## config.mk

```make
export PLATFORM = sky130hd
export DESIGN_NAME = seq_divider
export DESIGN_NICKNAME = d
export VERILOG_FILES = /design/src/rtl/seq_divider_pkg.sv /design/src/rtl/seq_divider_abs.sv /design/src/rtl/seq_divider.sv
export SDC_FILE = /design/constraint.sdc
export NUM_CORES = 1
export LEC_CHECK = 0
export CORE_AREA = 2 2 163 165
export DETAILED_ROUTE_END_ITERATION = 8
export DIE_AREA = 0 0 165 167
export PLACE_DENSITY = 0.78
export SLEW_MARGIN = 5
export SYNTH_ARGS = -nofsm -noshare
export SYNTH_HDL_FRONTEND = slang
export SYNTH_SLANG_ARGS = --single-unit
```

## constraint.sdc

```tcl
create_clock -name clk_i -period 8.05 [get_ports clk_i]
set_clock_uncertainty 0.1 [all_clocks]
set_input_delay 1.2075 -clock clk_i [delete_from_list [all_inputs] [get_ports clk_i]]
set_output_delay 1.2075 -clock clk_i [all_outputs]
set_load 0.005 [all_outputs]
```

## src/rtl/seq_divider_pkg.sv

```systemverilog
// Shared MDU constants and divider FSM encodings.
package seq_divider_pkg;

  localparam logic [2:0] MDU_OP_MUL   = 3'd0;
  localparam logic [2:0] MDU_OP_MULH  = 3'd1;
  localparam logic [2:0] MDU_OP_MULHU = 3'd2;
  localparam logic [2:0] MDU_OP_DIV   = 3'd4;
  localparam logic [2:0] MDU_OP_DIVU  = 3'd5;
  localparam logic [2:0] MDU_OP_REM   = 3'd6;
  localparam logic [2:0] MDU_OP_REMU  = 3'd7;

  localparam int unsigned DIV_ITERATIONS = 32;
  localparam int unsigned DIV_CNT_W      = 5;

  typedef enum logic [1:0] {
    DIV_ST_IDLE = 2'd0,
    DIV_ST_CALC = 2'd1,
    DIV_ST_FIX  = 2'd2,
    DIV_ST_DONE = 2'd3
  } div_state_e;

  function automatic logic div_is_busy(input div_state_e st);
    return (st == DIV_ST_CALC) || (st == DIV_ST_FIX);
  endfunction

endpackage

```

## src/rtl/seq_divider_abs.sv

```systemverilog
// Conditional two's-complement magnitude: negates only when signed and negative.
module seq_divider_abs #(
  parameter int WIDTH = 32
) (
  input  logic [WIDTH-1:0] value_i,
  input  logic             signed_i,
  output logic [WIDTH-1:0] mag_o,
  output logic             neg_o
);

  always_comb begin
    neg_o = signed_i & value_i[WIDTH-1];
    mag_o = neg_o ? (~value_i + WIDTH'(1)) : value_i;
  end

endmodule

```

## src/rtl/seq_divider.sv

```systemverilog
// Multi-cycle radix-2 restoring divider (signed/unsigned), MDU divide responder.
// Optional SEQ_DIVIDER_FAST_PATH_EN: zero divisor or |dividend| < |divisor| finish on the accept edge.
module seq_divider
  import seq_divider_pkg::*;
#(
  parameter int WIDTH = 32
) (
  input  logic             clk_i,
  input  logic             rst_i,
  input  logic [WIDTH-1:0] dividend_i,
  input  logic [WIDTH-1:0] divisor_i,
  input  logic             signed_i,
  input  logic             start_i,
  output logic [WIDTH-1:0] quotient_o,
  output logic [WIDTH-1:0] remainder_o,
  output logic             ready_o,
  output logic             busy_o
);

  div_state_e           state_q, state_d;
  logic [DIV_CNT_W-1:0] cnt_q, cnt_d;
  logic [WIDTH-1:0]     rem_q, rem_d;
  logic [WIDTH-1:0]     quo_q, quo_d;
  logic [WIDTH-1:0]     dvs_q, dvs_d;
  logic [WIDTH-1:0]     raw_q, raw_d;
  logic                 qneg_q, qneg_d;
  logic                 rneg_q, rneg_d;
  logic                 dz_q, dz_d;
  logic [WIDTH-1:0]     quotient_q, quotient_d;
  logic [WIDTH-1:0]     remainder_q, remainder_d;
  logic                 ready_q, ready_d;
  logic                 busy_q, busy_d;

  logic [WIDTH-1:0] a_mag, b_mag;
  logic             a_neg, b_neg;
  logic [WIDTH:0]   shifted, trial;

  seq_divider_abs #(.WIDTH(WIDTH)) u_abs_dividend (
    .value_i  (dividend_i),
    .signed_i (signed_i),
    .mag_o    (a_mag),
    .neg_o    (a_neg)
  );

  seq_divider_abs #(.WIDTH(WIDTH)) u_abs_divisor (
    .value_i  (divisor_i),
    .signed_i (signed_i),
    .mag_o    (b_mag),
    .neg_o    (b_neg)
  );

  // The partial remainder stays below the divisor, so the shifted value fits in WIDTH+1 bits.
  always_comb begin
    shifted = {rem_q, quo_q[WIDTH-1]};
    trial   = shifted - {1'b0, dvs_q};
  end

  always_comb begin
    state_d     = state_q;
    cnt_d       = cnt_q;
    rem_d       = rem_q;
    quo_d       = quo_q;
    dvs_d       = dvs_q;
    raw_d       = raw_q;
    qneg_d      = qneg_q;
    rneg_d      = rneg_q;
    dz_d        = dz_q;
    quotient_d  = quotient_q;
    remainder_d = remainder_q;

    case (state_q)
      DIV_ST_IDLE, DIV_ST_DONE: begin
        if (start_i) begin
          rem_d   = '0;
          quo_d   = a_mag;
          dvs_d   = b_mag;
          raw_d   = dividend_i;
          qneg_d  = a_neg ^ b_neg;
          rneg_d  = a_neg;
          dz_d    = (divisor_i == '0);
          cnt_d   = '0;
          state_d = DIV_ST_CALC;
`ifdef SEQ_DIVIDER_FAST_PATH_EN
          if ((divisor_i == '0) || (a_mag < b_mag)) begin
            quotient_d  = (divisor_i == '0) ? '1 : '0;
            remainder_d = dividend_i;
            state_d     = DIV_ST_DONE;
          end
`endif
        end else begin
          state_d = DIV_ST_IDLE;
        end
      end
      DIV_ST_CALC: begin
        if (!trial[WIDTH]) begin
          rem_d = trial[WIDTH-1:0];
          quo_d = {quo_q[WIDTH-2:0], 1'b1};
        end else begin
          rem_d = shifted[WIDTH-1:0];
          quo_d = {quo_q[WIDTH-2:0], 1'b0};
        end
        cnt_d = cnt_q + DIV_CNT_W'(1);
        if (cnt_q == DIV_CNT_W'(DIV_ITERATIONS - 1)) begin
          state_d = DIV_ST_FIX;
        end
      end
      DIV_ST_FIX: begin
        if (dz_q) begin
          quotient_d  = '1;
          remainder_d = raw_q;
        end else begin
          quotient_d  = qneg_q ? (~quo_q + WIDTH'(1)) : quo_q;
          remainder_d = rneg_q ? (~rem_q + WIDTH'(1)) : rem_q;
        end
        state_d = DIV_ST_DONE;
      end
      default: state_d = DIV_ST_IDLE;
    endcase

    busy_d  = div_is_busy(state_d);
    ready_d = (state_d == DIV_ST_DONE);
  end

  always_ff @(posedge clk_i or posedge rst_i) begin
    if (rst_i) begin
      state_q     <= DIV_ST_IDLE;
      cnt_q       <= '0;
      rem_q       <= '0;
      quo_q       <= '0;
      dvs_q       <= '0;
      raw_q       <= '0;
      qneg_q      <= 1'b0;
      rneg_q      <= 1'b0;
      dz_q        <= 1'b0;
      quotient_q  <= '0;
      remainder_q <= '0;
      ready_q     <= 1'b0;
      busy_q      <= 1'b0;
    end else begin
      state_q     <= state_d;
      cnt_q       <= cnt_d;
      rem_q       <= rem_d;
      quo_q       <= quo_d;
      dvs_q       <= dvs_d;
      raw_q       <= raw_d;
      qneg_q      <= qneg_d;
      rneg_q      <= rneg_d;
      dz_q        <= dz_d;
      quotient_q  <= quotient_d;
      remainder_q <= remainder_d;
      ready_q     <= ready_d;
      busy_q      <= busy_d;
    end
  end

  assign quotient_o  = quotient_q;
  assign remainder_o = remainder_q;
  assign ready_o     = ready_q;
  assign busy_o      = busy_q;

endmodule

```

==> flow_summary.json, run 1 <==
{
  "status": "completed",
  "core-area_mm2": 0.0258,
  "ctsResizeCount": 0,
  "worstSetupPathType": "in2reg",
  "powerDensity_mw_per_mm2": 377,
  "grt.total_usage_pct": 23.5,
  "rows": 59,
  "area_delta_synth_final_pct": 17.6,
  "viasPerCell": 5.83,
  "antenna_found_initial": 1,
  "netlist_area_mm2": 0.0129,
  "grt_max_degree": 124,
  "cts_hold_buf": 0,
  "min_from": "dvs_q[6]$_DFFE_PP0P_",
  "synth_xor_xnor_area_share_pct": 9.90,
  "synth-seq-cells": 204,
  "grt-ovfl-total": 0,
  "endpoint_kind": "flop",
  "grt_pass1_wl_mm": 53.2,
  "fin_setup_tns_ns": 0,
  "period_share_pct": 50.0,
  "fin_nets": 1664,
  "switching_share_pct": 44.2,
  "grt_pass1_vias": 10402,
  "synth_top_family_by_area": "compound AO/OA/AOI/OAI gates",
  "cts_setup_buffers": 0,
  "routed_wl_mm": 32.7,
  "path_clk_slew_ns": 0.06,
  "avgSynthCellArea_um2": 8.75,
  "syn-num-nets": 1585,
  "fin_cells": 1901,
  "min_path_type": "reg2reg",
  "arrival_ns": 4.28,
  "wl_per_cell_um": 17.2,
  "place_ws_ns": 3.59,
  "firstDrtPassIters": 6,
  "drive_above_1_share_pct": 8.62,
  "ctsHtreeMaxLevel": 1,
  "cp_max_fo": 6,
  "fin_ws_ns": 4.02,
  "synthCells": 1475,
  "drc_errors": 0,
  "rsz0062_at_grt": "no",
  "hold_viol": 0,
  "hpwlAfterDp_mm": 23.8,
  "p_sw_mw": 2.53,
  "min_period_ns": 4.03,
  "die_w_um": 165,
  "synth.distinct_cells": 64,
  "totalPowerFinal_mw": 5.73,
  "gp_congestion": 0.881,
  "start_util_pct": 50.1,
  "intPower_mw": 3.20,
  "combPwrFrac_pct": 51.1,
  "place_inst": 1864,
  "synthFlopType": "dfrtp_1",
  "setup_viol": 0,
  "clk_path_buf_depth": 3,
  "cts_buffers": 23,
  "fp.dieArea_mm2": 0.0276,
  "maxSlewHeadroom_pct": 25.6,
  "ir_drop_v": 0.000224,
  "synth-edff-count": 0,
  "clockPowerShare_pct": 18.3,
  "io_buffers": 133,
  "vias": 11075,
  "worstReg2RegStart": "rem_q[10]$_DFFE_PP0P_",
  "clk_latency_ns": 0.50,
  "drt_first_iter_violations": 934,
  "maxCapViolations": 0,
  "crit_start": "dividend_i[8]",
  "worst_slew_pin_slew_ns": 1.12,
  "cts_sinks": 204,
  "yosysWarnings": 0,
  "fmax_mhz": 248,
  "crit_required_ns": 8.30,
  "root_buffer": "clkbuf_16",
  "seq_power_share_pct": 30.6,
  "p_leak_nw": 6.48,
  "synth_mux_area_share_pct": 6.60,
  "drtAntennaViolNets": 0,
  "synthSimpleGateAreaFrac_pct": 17.3,
  "cts_tree": "built",
  "ys_seq_area_share_pct": 39.5,
  "synth-compound-area-share_pct": 18.5,
  "synthArstFlopShare_pct": 100,
  "cp-start-kind": "input port",
  "io_pins": 134,
  "maxSlewViolCount": 0,
  "diodes": 0,
  "die_h_um": 167,
  "synth-adder-area-share_pct": 4.13
}
-- layout by cell type, fill, tap and decap left out, drive strengths merged, types with 4 or more instances in the layout --
cell / synthesis / layout
dfrtp: 204 / 204
nand2: 166 / 166
clkdlybuf4s50: 0 / 133
o21ai: 125 / 125
a21oi: 117 / 117
nor2: 102 / 102
xor2: 95 / 95
nand3: 79 / 79
mux2: 67 / 67
xnor2: 51 / 51
inv: 47 / 47
ha: 41 / 41
o22ai: 40 / 40
clkbuf: 78 / 31
o31ai: 26 / 26
a21o: 20 / 20
nand2b: 19 / 19
or3: 19 / 19
nor3: 17 / 17
o41ai: 15 / 15
nor4: 13 / 13
nand4: 12 / 12
buf: 12 / 11
and2: 10 / 10
or4: 10 / 10
mux2i: 9 / 9
and3: 8 / 8
nor2b: 7 / 7
o21a: 7 / 7
a32oi: 7 / 7
a31oi: 5 / 5
or2: 4 / 4
nand3b: 4 / 4
o211ai: 4 / 4
a211oi: 4 / 4
-- per-layer routing --
metal / routed length (µm) / global-route usage, % / share of wire (%)
met5: 0 / 0 / 0
met4: 762 / 6.12 / 2.3
met3: 1690 / 2.64 / 5.2
met2: 15500 / 39.0 / 48
met1: 14700 / 32.7 / 45
-- power by group through the flow --
stage | sequential, mW | combinational [mW] | clock, mW
floorplan | 1.59 | 2.33 | 0
global route | 1.81 | 3.27 | 1.11
detailed placement | 1.76 | 2.88 | 0
CTS | 1.74 | 2.90 | 1.06
finish | 1.75 | 2.93 | 1.05
global placement | 1.74 | 2.81 | 0
-- state kept, by name, indices dropped and copies added, names as in the netlist --
name         count
busy_o           1
cnt_q            5
dvs_q           32
dz_q             1
qneg_q           1
quo_q           32
quotient_o      32
raw_q           32
ready_o          1
rem_q           32
remainder_o     32
rneg_q           1
state_q          2
-- synthesized netlist by cell type, drive strengths merged (3+ instances only) --
library cell,n,area [µm²]
inv,47,176
buf,12,48.8
nor4,13,81.3
o21a,7,52.6
nor3,17,85.1
nand3,79,395
nand4,12,75.1
ha,41,513
mux2i,9,90.1
o211ai,4,30.0
a211o,3,26.3
o22ai,40,250
a21oi,117,586
nor2b,7,43.8
a21o,20,150
or3,19,134
xor2,95,832
or2,4,25.0
nand2b,19,119
and2,10,62.6
clkbuf,78,294
nand3b,4,30.0
o21ai,125,626
o41ai,15,139
or4,10,78.8
xnor2,51,447
nor2,102,383
dfrtp,204,5100
o2111ai,3,26.3
nand2,166,623
a31oi,5,31.3
a211oi,4,30.0
o31ai,26,215
a32oi,7,61.3
mux2,67,762
and3,8,50.1
-- worst max-delay path, cell delays in order --
cell             delay [ns]
clkdlybuf4s50_1        0.53
nor4_1                 0.50
nand2b_1               0.12
nor2_1                 0.28
nand3_1                0.23
or3_1                  0.46
or4_1                  0.43
o21ai_0                0.20
xor2_1                 0.20
o22ai_1                0.11
-- cell families after synthesis --
group	count (synthesis)
AO/OA/AOI/OAI	394
XOR/XNOR	146
adder cells (fa/ha/maj)	42
buffers and inverters	137
flip-flops	204
multiplexers	76
AND/OR/NAND/NOR	476
-- final cells by class --
cell class                      count  area, µm²
Timing Repair Buffer              144       1410
Clock buffer                       31        666
Clock inverter                      6       82.6
Inverter                           47        184
Fill cell                        2238      10600
Tap cell                          335        419
Multi-Input combinational cell   1134       7310
Sequential cell                   204       5110
-- per-stage QoR --
stage / instance area, µm² / util (%) / hold slack (ns)
after floorplan: 12900 / - / 0.345
after global placement: 14400 / 56.0 / 0.357
after detailed placement: 14400 / 56.0 / 0.367
after CTS: 15200 / 58.9 / 0.381
after global routing: 15200 / 58.9 / 0.388
final: 15200 / 58.9 / 0.376
-- worst paths after layout --
kind                                                to  slack, ns  cells after the start
max reg2reg                       rem_q[0]$_DFFE_PP0P_       4.36                     10
min in group asynchronous   quotient_o[27]$_DFFE_PP0P_       1.15                      2
max                              quo_q[29]$_DFFE_PP0P_       4.02                     10
min                               dvs_q[6]$_DFFE_PP0P_       0.38                      2
max in group asynchronous  remainder_o[31]$_DFFE_PP0P_       5.04                      3
min reg2reg                       dvs_q[6]$_DFFE_PP0P_       0.38                      2
Note: power is estimated with default switching activity, not from simulation.
==> run 2: changes to the inputs <==
- PLACE_DENSITY: 0.78 -> 0.81
- clock period: 8.05 -> 3.7 ns (I/O delays scaled with it)
==> flow_summary.json, run 2 (same netlist as run 1, synthesis figures left out) <==
{
  "most-common-layout-cells": "dfrtp_1 (203), nand2_1 (165), clkdlybuf4s50_1 (133)",
  "wl_per_cell_um": 17.2,
  "drtAntennaViolNets": 0,
  "rsz0062_at_grt": "no",
  "seq_power_share_pct": 29.8,
  "diodes": 0,
  "min_period_ns": 3.55,
  "grt_pass1_vias": 10918,
  "cp_top_family": "compound AO/OA/AOI/OAI gates",
  "fin_nets": 1699,
  "ctsHtreeMaxLevel": 1,
  "totalPowerFinal_mw": 12.7,
  "fill_cells": 2224,
  "clk_latency_ns": 0.53,
  "worstPathCellList": "ha_1, a21o_1, a31o_2, a221oi_1, o22ai_1, o21ai_1, xor2_2, buf_4, a32oi_1, o21ai_0",
  "period_share_pct": 96.1,
  "status": "completed",
  "vias": 11382,
  "io_buffers": 133,
  "die_h_um": 167,
  "powerDensity_mw_per_mm2": 820,
  "maxSlewViolCount": 0,
  "fmax_mhz": 281,
  "drc_errors": 0,
  "hpwlAfterDp_mm": 25.0,
  "min_path_type": "reg2reg",
  "maxSlewHeadroom_pct": 33.6,
  "worstSetupPathType": "reg2reg",
  "viasPerCell": 5.86,
  "cp.buffers_inverters": 1,
  "core-area_mm2": 0.0258,
  "cp_max_fo": 10,
  "fp.dieArea_mm2": 0.0276,
  "p_leak_nw": 6.65,
  "antenna_found_initial": 0,
  "routed_wl_mm": 33.5,
  "layout_commonest_cell": "dfrtp_1",
  "grt-ovfl-total": 0,
  "cts_setup_buffers": 0,
  "arrival_ns": 3.83,
  "endpoint_kind": "flop",
  "intPower_mw": 7.02,
  "clockPowerShare_pct": 17.3,
  "drive_above_1_share_pct": 10.7,
  "die_w_um": 165,
  "fin_ws_ns": 0.145,
  "cts_buffers": 23,
  "crit_required_ns": 3.98,
  "cp-start-kind": "flop",
  "firstDrtPassIters": 5,
  "place_ws_ns": 0.194,
  "grt_max_degree": 82,
  "regToRegSetupSlack_ns": 0.15,
  "cts_hold_buf": 0,
  "gp_congestion": 0.868,
  "cpPeakStageDelay_ns": 0.53,
  "worst_slew_pin_slew_ns": 0.996,
  "area_delta_synth_final_pct": 19.7,
  "maxCapViolations": 0,
  "root_buffer": "clkbuf_16",
  "rows": 59,
  "grt_pass1_wl_mm": 54.7,
  "io_pins": 134,
  "switching_share_pct": 44.6,
  "slowest_stage": "o21ai_1",
  "combPwrFrac_pct": 53.0,
  "cts_sinks": 204,
  "multi_input_area_mm2": 0.00731,
  "hold_viol": 0,
  "ff_latch_area_mm2": 0.00511,
  "drt_first_iter_violations": 941,
  "fin_setup_tns_ns": 0,
  "grt.total_usage_pct": 24.2,
  "p_sw_mw": 5.65,
  "path_clk_slew_ns": 0.06,
  "cts_tree": "built",
  "ctsResizeCount": 0,
  "ir_drop_v": 0.000500,
  "start_util_pct": 50.1,
  "clk_path_buf_depth": 3,
  "setup_viol": 0
}
==> run 2: area by class of cell <==
| cell class | instances | share of cell area, % |
|---|---|---|
| clock buffer | 30 | 4.02 |
| tap | 335 | 2.71 |
| multi-input combinational | 1134 | 47.3 |
| sequential | 204 | 33.0 |
| inverter | 47 | 1.17 |
| clock inverter | 12 | 0.688 |
| timing repair buffer | 179 | 11.1 |
==> run 2: power groups by stage <==
stage / Clock [mW] / Combinational [mW] / Sequential [mW]
final: 2.19 / 6.71 / 3.77
after global routing: 2.32 / 7.46 / 3.88
after CTS: 2.22 / 6.66 / 3.75
after detailed placement: 0 / 6.59 / 3.77
after global placement: 0 / 6.41 / 3.72
after floorplan: 0 / 5.08 / 3.46
==> run 2: through the flow <==
step	hold WS (ns)	utilization, %	instances	instance area (µm²)
floorplan	0.345	-	1475	12900
global placement	0.355	57.2	1899	14700
detailed placement	0.371	57.2	1899	14700
CTS	0.386	60.0	1941	15500
global route	0.401	60.0	1941	15500
finish	0.379	60.0	1941	15500
==> run 2: final timing paths <==
check	startpoint	to	cells after the start
max	rem_q[12]$_DFFE_PP0P_	rem_q[28]$_DFFE_PP0P_	10
min	dvs_q[14]$_DFFE_PP0P_	dvs_q[14]$_DFFE_PP0P_	2
max reg2reg	rem_q[12]$_DFFE_PP0P_	rem_q[28]$_DFFE_PP0P_	10
min reg2reg	dvs_q[14]$_DFFE_PP0P_	dvs_q[14]$_DFFE_PP0P_	2
max in group asynchronous	rst_i	remainder_o[12]$_DFFE_PP0P_	3
min in group asynchronous	rst_i	quotient_o[27]$_DFFE_PP0P_	2
==> run 2: metal layers <==
metal  GRT usage [%]  up-vias  share of wire (%)
li1                -     5489                  -
met1            33.3     5405                 43
met2            39.9      421                 48
met3            2.34       67                5.9
met4            8.24        0                3.4
met5               0        -                  0
==> run 2: worst min-delay path, stage by stage, from the launching register on <==
cell and delay [ns]:
dfrtp_1 0.34, nand2_1 0.05, o21ai_0 0.06
